`config.mk`:
```
export PLATFORM = sky130hd
export DESIGN_NAME = wb_register_file
export DESIGN_NICKNAME = d
export VERILOG_FILES = /design/src/rtl/wb_register_file.sv
export SDC_FILE = /design/constraint.sdc
export NUM_CORES = 1
export LEC_CHECK = 0
export BUFFER_PORTS_ARGS = -buffer_cell sky130_fd_sc_hd__buf_2
export CORE_MARGIN = 4
export CORE_UTILIZATION = 58
export CTS_CLUSTER_SIZE = 12
export DETAILED_ROUTE_END_ITERATION = 10
export GPL_TIMING_DRIVEN = 0
export PLACE_DENSITY = 0.77
export SLEW_MARGIN = 15
export SYNTH_ARGS = -nofsm -noshare
export SYNTH_HDL_FRONTEND = slang
export SYNTH_SLANG_ARGS = --single-unit
```
`constraint.sdc`:
```
create_clock -name clk -period 2.7 [get_ports clk]
set_input_delay 0 -clock clk [delete_from_list [all_inputs] [get_ports clk]]
set_output_delay 0 -clock clk [all_outputs]
set_load 0.02 [all_outputs]
```
`src/rtl/wb_register_file.sv`:
```
// Writeback-stage register file: fifteen 32-bit GPRs, R15 read as PC_In + PC_OFFSET,
// R15 writes turned into a registered one-cycle branch request, plus a saturating writeback counter.
module wb_register_file #(
  parameter logic [31:0] PC_OFFSET = 32'd8
) (
  input  logic        clk,
  input  logic        reset,
  input  logic [31:0] DataIn,
  input  logic [31:0] NonLoadDataIn,
  input  logic [3:0]  Rd_In,
  input  logic        LoadInst,
  input  logic        RF_EN,
  input  logic [3:0]  RA,
  input  logic [3:0]  RB,
  input  logic [3:0]  RC,
  output logic [31:0] PA,
  output logic [31:0] PB,
  output logic [31:0] PC_Out,
  input  logic [31:0] PC_In,
  output logic        PC_Load,
  output logic [31:0] PC_Target,
  output logic [15:0] wb_count
);

  logic [31:0] regs_r [0:14];
  logic        pc_load_r;
  logic [31:0] pc_target_r;
  logic [15:0] wb_count_r;

  logic [31:0] wb_data_s;
  logic [31:0] pc_read_s;
  logic        accept_s;
  logic        bypass_en_s;

  assign wb_data_s   = LoadInst ? DataIn : NonLoadDataIn;
  assign pc_read_s   = PC_In + PC_OFFSET;
  assign accept_s    = RF_EN & ~reset;
  // Forwarding only applies to array registers; R15 reads always see the fetch PC.
  assign bypass_en_s = accept_s & (Rd_In != 4'd15);

  // Port A read mux: PC view, same-cycle bypass, or stored value.
  always_comb begin
    PA = 32'd0;
    if (RA == 4'd15) begin
      PA = pc_read_s;
    end else if (bypass_en_s && (RA == Rd_In)) begin
      PA = wb_data_s;
    end else begin
      PA = regs_r[RA];
    end
  end

  // Port B read mux.
  always_comb begin
    PB = 32'd0;
    if (RB == 4'd15) begin
      PB = pc_read_s;
    end else if (bypass_en_s && (RB == Rd_In)) begin
      PB = wb_data_s;
    end else begin
      PB = regs_r[RB];
    end
  end

  // Port C (store data) read mux.
  always_comb begin
    PC_Out = 32'd0;
    if (RC == 4'd15) begin
      PC_Out = pc_read_s;
    end else if (bypass_en_s && (RC == Rd_In)) begin
      PC_Out = wb_data_s;
    end else begin
      PC_Out = regs_r[RC];
    end
  end

  // Register array, branch request and writeback counter; reset discards any concurrent write.
  always_ff @(posedge clk) begin
    if (reset) begin
      for (int i = 0; i < 15; i++) begin
        regs_r[i] <= 32'd0;
      end
      pc_load_r   <= 1'b0;
      pc_target_r <= 32'd0;
      wb_count_r  <= 16'd0;
    end else begin
      pc_load_r <= 1'b0;
      if (RF_EN) begin
        if (Rd_In == 4'd15) begin
          pc_load_r   <= 1'b1;
          pc_target_r <= wb_data_s;
        end else begin
          regs_r[Rd_In] <= wb_data_s;
        end
        if (wb_count_r != 16'hFFFF) begin
          wb_count_r <= wb_count_r + 16'd1;
        end else begin
          wb_count_r <= wb_count_r;
        end
      end else begin
        pc_target_r <= pc_target_r;
      end
    end
  end

  assign PC_Load   = pc_load_r;
  assign PC_Target = pc_target_r;
  assign wb_count  = wb_count_r;

endmodule

```
---- Word-level counts from Yosys, hierarchy flattened ----
Memory sizes are Yosys's and may differ from the RTL's.
Cells that the tools add are included.
operators by class
  add/subtract/negate cells ............... 2
  reduce and logical (&&, ||, !) cells .... 7
  equal/unequal tests ..................... 9
  $lt $le $gt $ge ......................... 0
  multiplexer cells ....................... 17
  bitwise gates (word level) .............. 4
  shifts and indexed selects .............. 0
  divide/modulo/power cells ............... 0
  multiply operators ...................... 0
operator list
  cell                     count
  $mux W32                 8
  $add A32 B4 Y32 const B  1
  $reduce_or A32 Y1        1
  $add A16 B1 Y16 const B  1
  $eq A4 B4 Y1 const B     4
  $ne A16 B16 Y1 const B   1
  $eq A4 B4 Y1             3
  $mux W1                  8
  $mux W4                  1
  $ne A4 B4 Y1 const B     1
  $reduce_and A2 Y1        2
  $logic_and A1 B1 Y1      3
  $and A1 B1 Y1            2
  $not A1 Y1               2
  $reduce_or A2 Y1         1
storage, ports and cells
  RAM bits ................................ 480
  output and inout port bits .............. 145
  bits in latches ......................... 0
  memories ................................ 1
  register bits after elaboration ......... 49
  memory bits (read-only) ................. 0
  input bits .............................. 116
memories
  memory  words  width  rd ports  clocked after memory_dff  write ports  line  RTL
  regs_r  15     32     3         0                         15           25    logic [31:0] regs_r [0:14];

---- Depth between registers and ports, before layout ----
Gate-level depths: netlist of the first run.
  depth after elaboration ................. 7
  mapped depth ............................ 9
  mapped depth without buffers ............ 6

---- Least setup slack after synthesis of the first run ----
OpenSTA, ideal clock, no wires.
  path kind ............................... input port to flip-flop
  from .................................... input RF_EN
  to ...................................... memory regs_r[14][0] (enable)
  required time ........................... 2311 ps
  data arrival time ....................... 1793 ps
  stages on the path ...................... 6
  library setup time ...................... 389 ps
  slack ................................... 518 ps
  cell sequence ........................... buf_2 nand2b_1 nor3b_1 nand3_1 clkbuf_1 nand2_1
RTL lines
  item             line  RTL
  start, declared  12    input logic RF_EN,
  end, declared    25

==> results of run 1 <==
-- logic make-up (layout without fill, tap and decap cells) --
logic type	after synthesis	after routing	synth area share, %
adders and majority gates	2	2	0.0735
DFF	561	561	48.0
buffers and inverters	318	725	4.19
muxes	538	538	30.0
AOI/OAI and AO/OA	301	301	6.83
xor gates and xnor gates	49	49	1.26
other	1	37	0.0110
and+or+nand+nor	787	787	9.61
-- per-stage QoR --
step	setup WS [ns]	TNS (ns)	utilization (%)	hold slack, ns	instances
finish	-0.246	-7.61	68.4	0.0202	3765
global route	-0.149	-0.727	68.4	0.0249	3760
CTS	0.00116	0	67.7	0.0155	3756
detailed placement	-0.849	-182.30	63.5	0.427	3616
global placement	-1.52	-587.67	62.8	0.427	3600
floorplan	0.518	0	-	0.141	2588
-- repair_timing --
| item | 4_1_cts | 5_1_grt |
|---|---|---|
| setup buffers | 0 | 0 |
| setup endpoints to repair | 147 | 123 |
| hold buffers | 34 | 6 |
| endpoints found under the hold margin | 51 | 13 |
| pin swaps | 0 | 1 |
| gates resized for setup | 57 | 77 |
-- registers in the layout, summed over array words and instances, names as in the netlist --
signal / flops
wb_count: 16
PC_Load: 1
PC_Target: 32
regs_r: 512
-- cells in the mapped netlist, types with 11 or more instances --
cell type,instances,area [um^2]
a21oi_1,13,65.1
o221ai_1,29,254
buf_2,59,295
nor2_1,617,2320
nand2_1,70,263
xnor2_1,23,201
and3_1,11,68.8
a22oi_1,28,210
buf_4,20,150
buf_6,11,124
nand3_1,21,105
clkbuf_1,172,646
buf_1,17,63.8
o22ai_1,25,156
a211oi_1,74,556
nand4_1,12,75.1
dfxtp_1,49,981
mux4_2,382,8600
inv_1,36,135
edfxtp_1,512,15400
mux2_2,44,495
xor2_1,26,228
a221oi_1,54,473
mux2i_1,112,1120
o21ai_0,24,120
a22o_1,15,131
-- how the worst max path moves through the flow --
stage | endpoint | startpoint | slack [ns]
2_1_floorplan | regs_r[14][0] | RF_EN | 0.52
3_3_place_gp | regs_r[13][9] | RF_EN | -1.52
3_5_place_dp | regs_r[14][9] | RF_EN | -0.85
4_1_cts | PA[13] | regs_r[6][13] | 0.001
5_1_grt | PB[6] | RB[1] | -0.15
6_report | PB[13] | regs_r[1][13] | -0.25
-- layout make-up --
| cell class | count | area share (%) |
|---|---|---|
| multi-input cells | 1709 | 42.7 |
| inverters | 37 | 0.350 |
| clock inverters | 18 | 0.467 |
| flip-flops and latches | 561 | 41.3 |
| well taps | 765 | 2.42 |
| plain buffers | 279 | 3.47 |
| clock buffers | 88 | 4.30 |
| repair buffers | 303 | 5.03 |
| diodes | 5 | 0.0316 |
-- worst max-delay path, delay by kind of cell, from the launching register on --
kind / cells / cell delay (ns)
AO/OA/AOI/OAI: 2 / 0.46
buffers and inverters: 1 / 0.26
AND/OR/NAND/NOR: 1 / 0.09
multiplexers: 2 / 1.02
flip-flops: 1 / 0.43
-- placed cells by master (no fill, tap or decap), types with 15 or more instances in the layout --
| cell type | instances |
|---|---|
| xor2_1 | 26 |
| nand3_1 | 21 |
| clkbuf_1 | 174 |
| clkbuf_2 | 19 |
| buf_4 | 22 |
| o22ai_1 | 22 |
| nor2_1 | 617 |
| buf_2 | 301 |
| o21ai_0 | 24 |
| clkbuf_16 | 61 |
| a22oi_1 | 28 |
| o221ai_1 | 28 |
| mux2_2 | 44 |
| xnor2_1 | 23 |
| nand2_1 | 55 |
| a22o_1 | 15 |
| mux2i_1 | 68 |
| edfxtp_1 | 512 |
| inv_1 | 36 |
| dfxtp_1 | 49 |
| mux2i_2 | 29 |
| mux2i_4 | 15 |
| dlygate4sd3_1 | 40 |
| a211oi_1 | 64 |
| mux4_2 | 382 |
| a221oi_1 | 45 |
| conb_1 | 32 |
-- routing by layer --
metal / share of wire (%) / GRT usage, % / vias up / wire (um)
met2: 41 / 65.6 / 3329 / 62400
met1: 33 / 62.1 / 14300 / 49000
met4: 6.4 / 20.7 / 17 / 9710
met5: 0.17 / 1.31 / - / 259
met3: 19 / 22.6 / 645 / 29300
li1: - / - / 10800 / -
-- where the power goes --
part | switching (uW) | internal, uW | leakage [uW]
Combinational | 3300 | 1980 | 0.00800
Clock | 3700 | 4550 | 0.000927
Sequential | 391 | 9990 | 0.00529
Total | 7390 | 16500 | 0.0142
==> impl_metrics.py, run 1 <==
metrics = {
    "outcome": {
        "status": "complete, but fails checks",
        "violations": "negative setup slack",
    },
    "synthesis": {
        "async_flop_share_pct": 0,
        "ys_warn_count": 0,
        "ys_ff_latch": 561,
        "synth-edff-count": 512,
        "netlist_instances": 2557,
        "postSynthAreaPerCell_um2": 13.3,
        "yosysSeqAreaShare_pct": 48.0,
        "synth_area_um2": 34100,
        "synth_ff_type": "edfxtp_1",
        "synth.distinct_cells": 57,
    },
    "pwr": {
        "p_total_uw": 23900,
        "ir_drop_uv": 563,
        "powerDensity_nw_per_um2": 603,
        "power_leakage_uw": 0.0142,
    },
    "layout": {
        "nFillCells": 4108,
        "regArea_um2": 16400,
        "multi_input_area_um2": 16900,
        "fin_area_um2": 39600,
        "layout.nets": 3069,
        "syn_to_final_growth_pct": 16.4,
        "drive_gt1_share_pct": 33.4,
    },
    "detailed_routing": {
        "antenna_left": 0,
        "wire_per_inst_um": 40.0,
        "vias": 29100,
        "avgViaCountPerCell": 7.74,
        "firstDrtPassIters": 7,
        "wl_mm": 151,
        "drcViolationCount": 0,
        "drt_iter0_markers": 5997,
    },
    "hold_path": {
        "min_to": "PC_Target[19]",
        "whs_path_depth": 3,
        "min_from": "reset",
        "hold_path.class": "primary input to register",
    },
    "die": {
        "die-area_um2": 62700,
        "die_w_um": 250,
        "io_pins": 261,
        "coreArea_um2": 57900,
        "initial_core_util_pct": 58.8,
        "die_y_um": 250,
        "num_rows": 88,
    },
    "sta": {
        "fin_crit_sh_pct": 109,
        "setup_viol": 97,
        "drv_slew": 0,
        "fmax_ghz": 0.339,
        "worst_slew_pin_slew_ns": 1.38,
        "layout_setup_ws_ns": -0.246,
        "finClkSkew_ns": 0.0378,
        "hold_violations": 0,
        "max_slew_margin_pct": 8.32,
        "finalCriticalPeriod_ns": 2.95,
        "rsz0062_at_grt": "true",
    },
    "cts": {
        "cts_tree": "yes",
        "cts_root_buf": "clkbuf_16",
        "clock_latency_ns": 0.67,
        "path_clk_slew_ns": 0.06,
        "numCtsBuffers": 60,
        "clockBufferDepth": 3,
        "clock_sinks": 561,
        "htreeDepth": 2,
    },
    "global_routing": {
        "grt_pass1_wl_mm": 206,
        "grt_pass1_vias": 27400,
        "grt_max_degree": 26,
        "antenna_found_initial": 8,
        "grt-ovfl-total": 0,
        "grt_usage_pct": 46.7,
    },
    "placement": {
        "postPlaceCellArea_um2": 36800,
        "place_hpwl_mm": 110,
        "io_buffers": 247,
        "gp_congestion": 1.08,
    },
    "setup_path": {
        "slowest_delay_ns": 0.52,
        "path_class": "register to output pin",
        "reg2reg_setup_slack_ns": 0.30,
        "reg2reg_from": "wb_count[7]",
        "r2r-end": "wb_count[5]",
        "crit_chain": "mux4_2 -> mux2i_2 -> nor2_1 -> a211oi_1 -> a221oi_1 -> buf_2",
        "cp-start-kind": "register",
        "required_ns": 2.70,
        "critPathCaptureType": "output pin",
        "rr_worst_depth": 7,
        "cp.arrival_ns": 2.95,
        "critPathSlowestCell": "mux2i_2",
        "cp_max_fo": 3,
    },
    "job": {
        "maxCapViolations": 0,
    },
}
No activity file was read; power rests on OpenSTA's default activity.
==> run 2: changes to the inputs <==
--- a/config.mk
+++ b/config.mk
@@ -6,7 +6,6 @@
 export NUM_CORES = 1
 export LEC_CHECK = 0
 export BUFFER_PORTS_ARGS = -buffer_cell sky130_fd_sc_hd__buf_2
-export CORE_MARGIN = 4
 export CORE_UTILIZATION = 58
 export CTS_CLUSTER_SIZE = 12
 export DETAILED_ROUTE_END_ITERATION = 10
==> run 2 against run 1 <==
The flow still finishes with violations (negative setup slack); non-clock buffer count is 6 lower; clock skew is 0.011 ns lower; power is 0.71% higher; register-to-register slack better by 0.08 ns; highest routed layer unchanged; combinational power hardly changed; hold slack worse by 0.0054 ns; fmax is 2.5% higher; sequential power hardly changed; via count is 0.48% higher; final cell count stayed put.
==> impl_metrics.py, run 2 (synthesis gave the netlist of run 1 again) <==
metrics = {
    "placement": {
        "io_buffers": 247,
        "gp_congestion": 1.07,
        "place_hpwl_mm": 111,
        "placed_cells": 3616,
        "postPlaceCellArea_um2": 36800,
        "post-place-ws_ns": -0.945,
    },
    "layout": {
        "final_cell_mix": "nor2_1 (616), edfxtp_1 (512), mux4_2 (382), buf_2 (293), clkbuf_1 (172)",
        "largest_reg_flops": 512,
        "nFillCells": 4077,
        "layout.nets": 3064,
        "fin_area_um2": 39700,
        "largest_register": "regs_r",
        "final_cells": 3765,
        "syn_to_final_growth_pct": 16.5,
        "final_common_cell": "nor2_1",
        "drive_gt1_share_pct": 33.7,
    },
    "detailed_routing": {
        "wire_per_inst_um": 40.2,
        "drt_iter0_markers": 5465,
        "antenna_left": 0,
        "drcViolationCount": 0,
        "firstDrtPassIters": 8,
        "wl_mm": 151,
        "vias": 29300,
        "avgViaCountPerCell": 7.77,
    },
    "cts": {
        "clockBufferDepth": 3,
        "clock_sinks": 561,
        "numCtsBuffers": 61,
        "cts_root_buf": "clkbuf_16",
        "postCtsSetupBuffers": 0,
        "cts_tree": "yes",
        "clock_latency_ns": 0.67,
        "htreeDepth": 2,
        "path_clk_slew_ns": 0.07,
    },
    "hold_path": {
        "whs_path_depth": 3,
        "min_from": "Rd_In[3]",
        "hold_path.class": "primary input to register",
    },
    "sta": {
        "finClkSkew_ns": 0.0267,
        "max_slew_margin_pct": 11.3,
        "setup_viol": 63,
        "layout_setup_ws_ns": -0.173,
        "fin_setup_tns_ns": -5.08,
        "drv_slew": 0,
        "fmax_ghz": 0.348,
        "hold_violations": 0,
        "fin_crit_sh_pct": 106,
        "worst_slew_pin_slew_ns": 1.33,
        "finalCriticalPeriod_ns": 2.87,
    },
    "job": {
        "maxCapViolations": 0,
    },
    "global_routing": {
        "grt-ovfl-total": 0,
        "grt_pass1_wl_mm": 205,
        "grt_max_degree": 25,
        "grt_pass1_vias": 27600,
        "grt_usage_pct": 50.2,
        "antenna_found_initial": 15,
    },
    "outcome": {
        "status": "complete, but fails checks",
        "violations": "negative setup slack",
    },
    "die": {
        "die-area_um2": 59700,
        "num_rows": 88,
        "die_w_um": 244,
        "io_pins": 261,
        "initial_core_util_pct": 58.9,
        "die_y_um": 244,
        "coreArea_um2": 57800,
    },
    "setup_path": {
        "reg2reg_from": "wb_count[7]",
        "startpoint": "RB[1]",
        "rr_worst_depth": 7,
        "critPathCaptureType": "output pin",
        "path_class": "primary input to output pin",
        "cp-start-kind": "primary input",
        "cp_max_fo": 10,
        "required_ns": 2.70,
        "cp.arrival_ns": 2.87,
    },
    "pwr": {
        "powerDensity_nw_per_um2": 607,
        "ir_drop_uv": 605,
        "p_int_uw": 16600,
        "pwr-share-clk_pct": 34.9,
        "netSwitchingFraction_pct": 31.0,
        "power_leakage_uw": 0.0142,
        "seq_power_share_pct": 43.1,
        "p_sw_uw": 7450,
        "comb_power_share_pct": 21.9,
    },
}
-- run 2: cell count changes in the layout (fill, tap and decap cells not counted), moves of 3 or more --
cell,before,now
clkbuf_16,61,64
buf_2,301,293
buf_16,6,3
dlygate4sd3_1,40,33
buf_12,9,12
buf_4,22,25
a211oi_1,64,61
clkdlybuf4s15_2,5,9
a211oi_2,10,13
-- run 2: layer usage --
metal	global-route usage [%]	part of all wire [%]
met2	70.2	42
met4	25.2	6.4
met3	23.3	19
met5	0	0.059
met1	66.0	32
-- run 2: worst paths after layout --
check,slack (ns),endpoint
setup reg to reg,0.38,wb_count[7]
hold reg to reg,0.50,PC_Target[29]
setup / recovery,-0.17,PB[3]
hold / removal,0.01,regs_r[14][0]
-- run 2: what timing repair did --
item                                   4_1_cts  5_1_grt
resized for setup                           60       91
hold buffers                                30        3
pin swaps                                    0        2
setup endpoints to repair                  134       74
endpoints found under the hold margin       51        4
-- run 2: power groups by stage --
| stage | combinational (uW) | clock (uW) | sequential (uW) |
|---|---|---|---|
| final | 5280 | 8410 | 10400 |
| after global routing | 5270 | 8560 | 10400 |
| after CTS | 4870 | 8270 | 10300 |
| after detailed placement | 4760 | 0 | 10500 |
| after global placement | 4630 | 0 | 10500 |
| after floorplan | 2870 | 0 | 10400 |
-- run 2: worst max-delay path, cell delays in order --
cell      delay [ns]
buf_2           0.30
buf_2           0.43
or2_2           0.19
clkbuf_1        0.54
o22ai_2         0.25
nor2_1          0.22
nor2_1          0.11
a221oi_1        0.53
buf_2           0.28
-- run 2: final cells by class --
type	count	area (um^2)	share of cell area (%)
Antenna cell	7	17.5	0.0442
Clock buffer	87	1740	4.38
Inverter	37	139	0.350
Multi-Input combinational cell	1709	16900	42.6
Buffer	279	1420	3.59
Tap cell	765	957	2.41
Timing Repair Buffer	297	1910	4.82
Sequential cell	561	16400	41.2
Clock inverter	23	215	0.543
-- run 2: per-stage QoR --
step | hold slack, ns | power (uW) | utilization, %
final | 0.0147 | 24100 | 68.6
after global routing | 0.0398 | 24200 | 68.6
after CTS | 0.00197 | 23500 | 67.9
after detailed placement | 0.424 | 15300 | 63.6
after global placement | 0.432 | 15100 | 62.9
after floorplan | 0.141 | 13300 | -
